<file path="config.mk">
export PLATFORM = sky130hd
export DESIGN_NAME = jk_cmd_seq_flat
export DESIGN_NICKNAME = d
export VERILOG_FILES = /design/src/rtl/jk_cmd_seq_if.sv /design/src/rtl/jk_cmd_seq.sv /design/src/flat_wrapper.sv
export SDC_FILE = /design/constraint.sdc
export NUM_CORES = 1
export LEC_CHECK = 0
export ABC_CLOCK_PERIOD_IN_PS = 4150
export BUFFER_PORTS_ARGS = -buffer_cell sky130_fd_sc_hd__buf_2
export CAP_MARGIN = 20
export CORE_MARGIN = 2
export CORE_UTILIZATION = 50
export CTS_CLUSTER_SIZE = 24
export DETAILED_ROUTE_END_ITERATION = 12
export GPL_TIMING_DRIVEN = 0
export PLACE_DENSITY = 0.79
export SETUP_SLACK_MARGIN = 0.15
export SYNTH_ARGS = -nofsm -noshare
export SYNTH_HDL_FRONTEND = slang
export SYNTH_SLANG_ARGS = --single-unit
</file>
<file path="constraint.sdc">
create_clock -name clk -period 4.15 [get_ports clk]
set_clock_uncertainty 0.2 [all_clocks]
set_input_delay 0.415 -clock clk [delete_from_list [all_inputs] [get_ports clk]]
set_output_delay 0.415 -clock clk [all_outputs]
set_load 0.01 [all_outputs]
</file>
<file path="src/rtl/jk_cmd_seq_if.sv">
// rtl/jk_cmd_seq_if.sv - command handshake bundle for the jkff command sequencer
interface jk_cmd_seq_if #(
    parameter int LEN_W = 8
) ();
    logic             cmd_valid;
    logic             cmd_ready;
    logic [1:0]       cmd_op;
    logic [LEN_W-1:0] cmd_len;

    modport master (output cmd_valid, output cmd_op, output cmd_len, input cmd_ready);
    modport slave  (input cmd_valid, input cmd_op, input cmd_len, output cmd_ready);
endinterface

</file>
<file path="src/rtl/jk_cmd_seq.sv">
// rtl/jk_cmd_seq.sv - queued j/k command player with a flip-flop reference check
module jk_cmd_seq #(
    parameter int DEPTH = 4,
    parameter int LEN_W = 8
) (
    input  logic        clk,
    input  logic        rst,
    jk_cmd_seq_if.slave cmd,
    input  logic        q,
    output logic        j,
    output logic        k,
    output logic        exp_q,
    output logic        busy,
    output logic        done,
    output logic        err
);
    localparam int AW = (DEPTH > 1) ? $clog2(DEPTH) : 1;

    typedef enum logic [1:0] {IDLE, DRIVE, CHECK} state_t;

    state_t           state, state_nx;
    logic [1:0]       mem_op  [DEPTH];
    logic [LEN_W-1:0] mem_len [DEPTH];
    logic [AW-1:0]    wr_ptr, rd_ptr;
    logic [AW:0]      count;
    logic [1:0]       op;
    logic [LEN_W-1:0] cnt;
    logic             exp_known;
    logic             full, push, pop;
    logic             j_nx, k_nx, done_nx;

    assign full          = (count == (AW+1)'(DEPTH));
    assign cmd.cmd_ready = !full;
    assign push          = cmd.cmd_valid && !full;
    assign busy          = (state != IDLE) || (count != '0);

    always_ff @(posedge clk) begin
        if (rst) state <= IDLE;
        else     state <= state_nx;
    end

    // j/k/done are registered from the next state so they line up with DRIVE/CHECK
    always_comb begin
        state_nx = state;
        pop      = 1'b0;
        j_nx     = 1'b0;
        k_nx     = 1'b0;
        done_nx  = 1'b0;
        case (state)
            IDLE: begin
                if (count != '0) begin
                    pop          = 1'b1;
                    state_nx     = DRIVE;
                    {j_nx, k_nx} = mem_op[rd_ptr];
                end
            end
            DRIVE: begin
                if (cnt == LEN_W'(1)) begin
                    state_nx = CHECK;
                    done_nx  = 1'b1;
                end else begin
                    {j_nx, k_nx} = op;
                end
            end
            CHECK:   state_nx = IDLE;
            default: state_nx = IDLE;
        endcase
    end

    always_ff @(posedge clk) begin
        if (rst) begin
            wr_ptr    <= '0;
            rd_ptr    <= '0;
            count     <= '0;
            op        <= 2'b00;
            cnt       <= '0;
            j         <= 1'b0;
            k         <= 1'b0;
            done      <= 1'b0;
            exp_q     <= 1'b0;
            exp_known <= 1'b0;
            err       <= 1'b0;
        end else begin
            j    <= j_nx;
            k    <= k_nx;
            done <= done_nx;
            if (push) begin
                mem_op[wr_ptr]  <= cmd.cmd_op;
                mem_len[wr_ptr] <= cmd.cmd_len;
                wr_ptr          <= wr_ptr + 1'b1;
            end
            if (pop) begin
                op     <= mem_op[rd_ptr];
                cnt    <= (mem_len[rd_ptr] == '0) ? LEN_W'(1) : mem_len[rd_ptr];
                rd_ptr <= rd_ptr + 1'b1;
            end
            case ({push, pop})
                2'b10:   count <= count + 1'b1;
                2'b01:   count <= count - 1'b1;
                default: ;
            endcase
            // reference flip-flop advances on the same edges the jkff samples j/k
            if (state == DRIVE) begin
                cnt <= cnt - 1'b1;
                case (op)
                    2'b01: begin exp_q <= 1'b0; exp_known <= 1'b1; end
                    2'b10: begin exp_q <= 1'b1; exp_known <= 1'b1; end
                    2'b11: exp_q <= ~exp_q;
                    default: ;
                endcase
            end
            if (state == CHECK && exp_known && (q != exp_q))
                err <= 1'b1;
        end
    end
endmodule

</file>
<file path="src/flat_wrapper.sv">
// flat-port wrapper written by rule: the top's interface ports become plain ports
module jk_cmd_seq_flat 
#(
    parameter int DEPTH = 4,
    parameter int LEN_W = 8
)
  (clk, rst, q, j, k, exp_q, busy, done, err, cmd_cmd_valid, cmd_cmd_op, cmd_cmd_len, cmd_cmd_ready);
  jk_cmd_seq_if #(.LEN_W(LEN_W)) cmd_i ();
  input  logic clk;
  input  logic rst;
  input  logic q;
  output logic j;
  output logic k;
  output logic exp_q;
  output logic busy;
  output logic done;
  output logic err;
  input wire logic [$bits(cmd_i.cmd_valid)-1:0] cmd_cmd_valid;
  input wire logic [$bits(cmd_i.cmd_op)-1:0] cmd_cmd_op;
  input wire logic [$bits(cmd_i.cmd_len)-1:0] cmd_cmd_len;
  output wire logic [$bits(cmd_i.cmd_ready)-1:0] cmd_cmd_ready;
  assign cmd_i.cmd_valid = cmd_cmd_valid;
  assign cmd_i.cmd_op = cmd_cmd_op;
  assign cmd_i.cmd_len = cmd_cmd_len;
  assign cmd_cmd_ready = cmd_i.cmd_ready;
  jk_cmd_seq #(.DEPTH(DEPTH), .LEN_W(LEN_W)) u_core (.clk(clk), .rst(rst), .cmd(cmd_i), .q(q), .j(j), .k(k), .exp_q(exp_q), .busy(busy), .done(done), .err(err));
endmodule
</file>
==> tab_implementation.tex <==
\begin{tabular}{lr}
\hline
Metric & Value \\
\hline
\multicolumn{2}{l}{\textbf{Clocking}} \\
\quad Buffer levels on the longest clock path & 2 \\
\quad CTS H-tree lvls & 3 \\
\quad CTS resizes & 0 \\
\quad Cts hold-fix bufs & 0 \\
\quad Clock Sink Count & 67 \\
\quad Clock tree from TritonCTS & yes \\
\quad Total CTS buffers & 9 \\
\quad Root cell of the clock tree & clkbuf\_8 \\
\quad Clock insertion delay at the later pin of the skew report & 340 ps \\
\quad Clock transition at the register clock pins on the worst setup and hold paths after CTS & 70 ps \\
\quad Number of buffers added for setup after CTS & 0 \\
\multicolumn{2}{l}{\textbf{Drt}} \\
\quad Number of optimization iterations in the first detailed-route pass & 4 \\
\quad Drt initial violations & 99 \\
\quad Routed length per placed instance & about 15 um \\
\quad Overall routed net length & around 4.7 mm \\
\quad Via/cell ratio & approximately 5.4 \\
\quad Length of routed met2 wiring & 2.30 mm \\
\quad Met3 wire length & between 150 and 200 um \\
\quad DRC viols & 0 \\
\quad Via count of the routed design & approximately 1700 \\
\quad Top Layer Used & met4 \\
\quad Detailed-routing wirelength on met1 & 2.11 mm \\
\quad Remaining antenna violation count after routing & 0 \\
\multicolumn{2}{l}{\textbf{Synth}} \\
\quad Synth Net Count & roughly 230 \\
\quad Number of distinct standard cells referenced by the synthesized netlist & 36 \\
\quad Average cell area after synthesis & 13.5 um\^{}2 \\
\quad \#FFs+latches synth & 67 \\
\quad Total standard cell area after synthesis & 2740 um\^{}2 \\
\quad Sequential share of the synthesized area & 63.6\% \\
\quad EDFF count, synth & 40 \\
\quad Share of async-settable or async-resettable flops after synthesis & 0\% \\
\quad Most common flop cell mapped by yosys & edfxtp\_1 \\
\quad Cells after Synth & roughly 200 \\
\quad Syn. warnings & 0 \\
\multicolumn{2}{l}{\textbf{Final layout}} \\
\quad Summed area of non-filler cells in the final layout & 3140 um\^{}2 \\
\quad Layout Cells excl Fill & 308 \\
\quad Highest-count cells in the layout ignoring fill and taps & 40 x edfxtp\_1, 27 x dfxtp\_1, 22 x nor2\_1 \\
\quad Commonest non-fill, non-tap cell in the layout & edfxtp\_1 \\
\quad Count of fill cells added during filler insertion & 405 \\
\quad Fraction of layout cells with a size suffix above 1 & between 10\% and 20\% \\
\quad Antenna diode count & 0 \\
\quad NumNets Final & 258 \\
\quad Signed area change from the synthesized netlist to the final layout & 14.6\% \\
\multicolumn{2}{l}{\textbf{Worst setup path}} \\
\quad Required time at the worst-slack endpoint & 4220 ps \\
\quad Critical Path Start Type & register \\
\quad Worst Path Class, Setup & reg -> reg \\
\quad Crit. End Element & register \\
\quad Slowest CP cell & or3b\_2 \\
\quad Critical path, cell by cell & or3b\_2 -> nand2\_1 -> ha\_1 -> inv\_1 -> fa\_1 -> xor2\_1 -> or3\_1 -> a21oi\_1 \\
\quad Worst EP arrival & 2680 ps \\
\quad Cell depth of the worst flop-to-flop path & 8 \\
\quad Highest fanout seen on the critical path & 5 \\
\quad Largest stage delay on the critical path & 500 ps \\
\multicolumn{2}{l}{\textbf{Floorplanning}} \\
\quad Number of placed I/O pins & 21 \\
\quad Die Span X & 78.0 um \\
\quad Core area & 5200 um\^{}2 \\
\quad Std-Cell Rows & 26 \\
\quad Floorplan die height & 78.0 um \\
\quad Effective utilization at floorplan & between 50 and 60\% \\
\quad Area of the die & 6090 um\^{}2 \\
\multicolumn{2}{l}{\textbf{Worst hold path}} \\
\quad Depth of the worst hold-timing path & 1 \\
\quad Worst hold path class & in -> reg \\
\multicolumn{2}{l}{\textbf{Power}} \\
\quad Static Leak & 0.00111 uW \\
\quad Total power density per cell area & 683 nW/um\^{}2 \\
\quad Peak supply drop & roughly 0.37 mV \\
\multicolumn{2}{l}{\textbf{STA}} \\
\quad Pins Over Slew Limit & 0 \\
\quad Final period demand of the worst path & roughly 2600 ps \\
\quad Hold slack & 91.0 ps \\
\quad Least setup slack across all paths after layout & 1540 ps \\
\quad Sum Neg Setup Slack & 0 ps \\
\quad Measured slew at the worst slew-check pin & 569 ps \\
\quad Count of endpoints failing setup in the final report & 0 \\
\quad Tightest slew margin relative to the limit & 62.1\% \\
\quad Period utilisation layout & between 60\% and 70\% \\
\quad Unrepaired setup endpoints after global routing & false \\
\quad Top achievable clock speed & 383 MHz \\
\quad Final hold violation count & 0 \\
\multicolumn{2}{l}{\textbf{Status}} \\
\quad Result of the run & finished clean \\
\multicolumn{2}{l}{\textbf{Place}} \\
\quad Routability congestion estimate & 0.774 \\
\quad Cell Area, Placed & 2920 um\^{}2 \\
\quad Detailed placement HPWL & between 3 and 4 mm \\
\quad Cell total after placement & 292 \\
\quad Dpl ws & 1550 ps \\
\quad Number of buffers inserted by port buffering & 19 \\
\multicolumn{2}{l}{\textbf{Global route}} \\
\quad Number of global-route vias before repair & approximately 1700 \\
\quad Global-route total usage across every layer & 17.1\% \\
\quad Wire length of the first global-routing pass & 7.79 mm \\
\quad Total congestion overflow & 0 \\
\quad Antenna violations before repair & 0 \\
\quad Largest net degree at the start of global routing & 13 \\
\multicolumn{2}{l}{\textbf{Flow run}} \\
\quad Number of maximum-capacitance constraint violations & 0 \\
\hline
\end{tabular}
-- report_power, final --
part / internal [uW] / switching, uW
sequential: 819 / 83.4
clock: 336 / 247
combinational: 287 / 369
-- path summary, 6_finish.rpt --
| path | from | endpoint | slack [ps] |
|---|---|---|---|
| worst min register to register | u_core.exp_known | u_core.exp_known | 290 |
| worst max-delay path | u_core.count[2] | u_core.count[2] | 1540 |
| worst min-delay path | cmd_cmd_op[1] | u_core.mem_op[3][1] | 90 |
| worst max register to register | u_core.count[2] | u_core.count[2] | 1540 |
-- state kept, by name (all words and copies together) (netlist names), named ones only --
| name | cells |
|---|---|
| u_core.count | 3 |
| u_core.err | 1 |
| u_core.exp_known | 1 |
| u_core.cnt | 8 |
| u_core.wr_ptr | 2 |
| u_core.mem_op | 8 |
| u_core.k | 1 |
| u_core.done | 1 |
| u_core.op | 2 |
| u_core.state | 2 |
| u_core.rd_ptr | 2 |
| u_core.mem_len | 32 |
| u_core.exp_q | 1 |
| u_core.j | 1 |
-- layout make-up --
class                           instances  area, um^2  area share, %
Buffer                                  7        27.5          0.877
Clock buffer                            9         124           3.95
Clock inverter                          7        92.6           2.95
Inverter                               12        45.0           1.44
Multi-Input combinational cell        117         925           29.5
Sequential cell                        67        1740           55.5
Tap cell                               70        87.6           2.79
Timing Repair Buffer                   19        95.1           3.03
-- through the flow --
stage               total power, uW  utilization (%)
global route                   2280             60.3
floorplan                      1400                -
detailed placement             1570             56.1
CTS                            2150             60.3
global placement               1540             56.1
finish                         2140             60.3
-- per-layer routing --
metal | vias to the layer above | track usage [%]
li1 | 800 | -
met1 | 834 | 21.3
met2 | 37 | 27.8
met3 | 7 | 4.37
met4 | 0 | 8.95
met5 | - | 0
-- synthesized netlist by cell type (2+ instances only) --
cell type,count,share of area (%)
xor2_1,6,1.9
and2_1,4,0.91
mux4_2,10,8.2
nor3_1,7,1.3
nand3_1,5,0.91
dfxtp_1,27,20
or3_1,2,0.46
ha_1,10,4.6
nor4_1,3,0.69
a21oi_1,10,1.8
nand2_1,10,1.4
a211oi_1,6,1.6
xnor2_1,3,0.96
clkbuf_1,6,0.82
nor2_1,22,3.0
a2111oi_0,2,0.64
a21boi_0,2,0.55
inv_1,11,1.5
edfxtp_1,40,44
-- kinds of logic after synthesis --
family / after synthesis / share of synthesized area, %
mux: 10 / 8.22
xor+xnor: 9 / 2.88
simple gates: 63 / 11.6
fa+ha+maj: 11 / 5.30
flops: 67 / 63.6
compound gates: 24 / 5.71
buf+inv: 19 / 2.65
-- critical path, delay by kind of cell, from the launching register on --
family	cells	cell delay, ps
AO/OA/AOI/OAI	1	150
XOR/XNOR	1	170
adder cells (fa/ha/maj)	2	600
buffers and inverters	1	70
flip-flops	1	390
AND/OR/NAND/NOR	3	980
(Power assumes the default switching activity.)
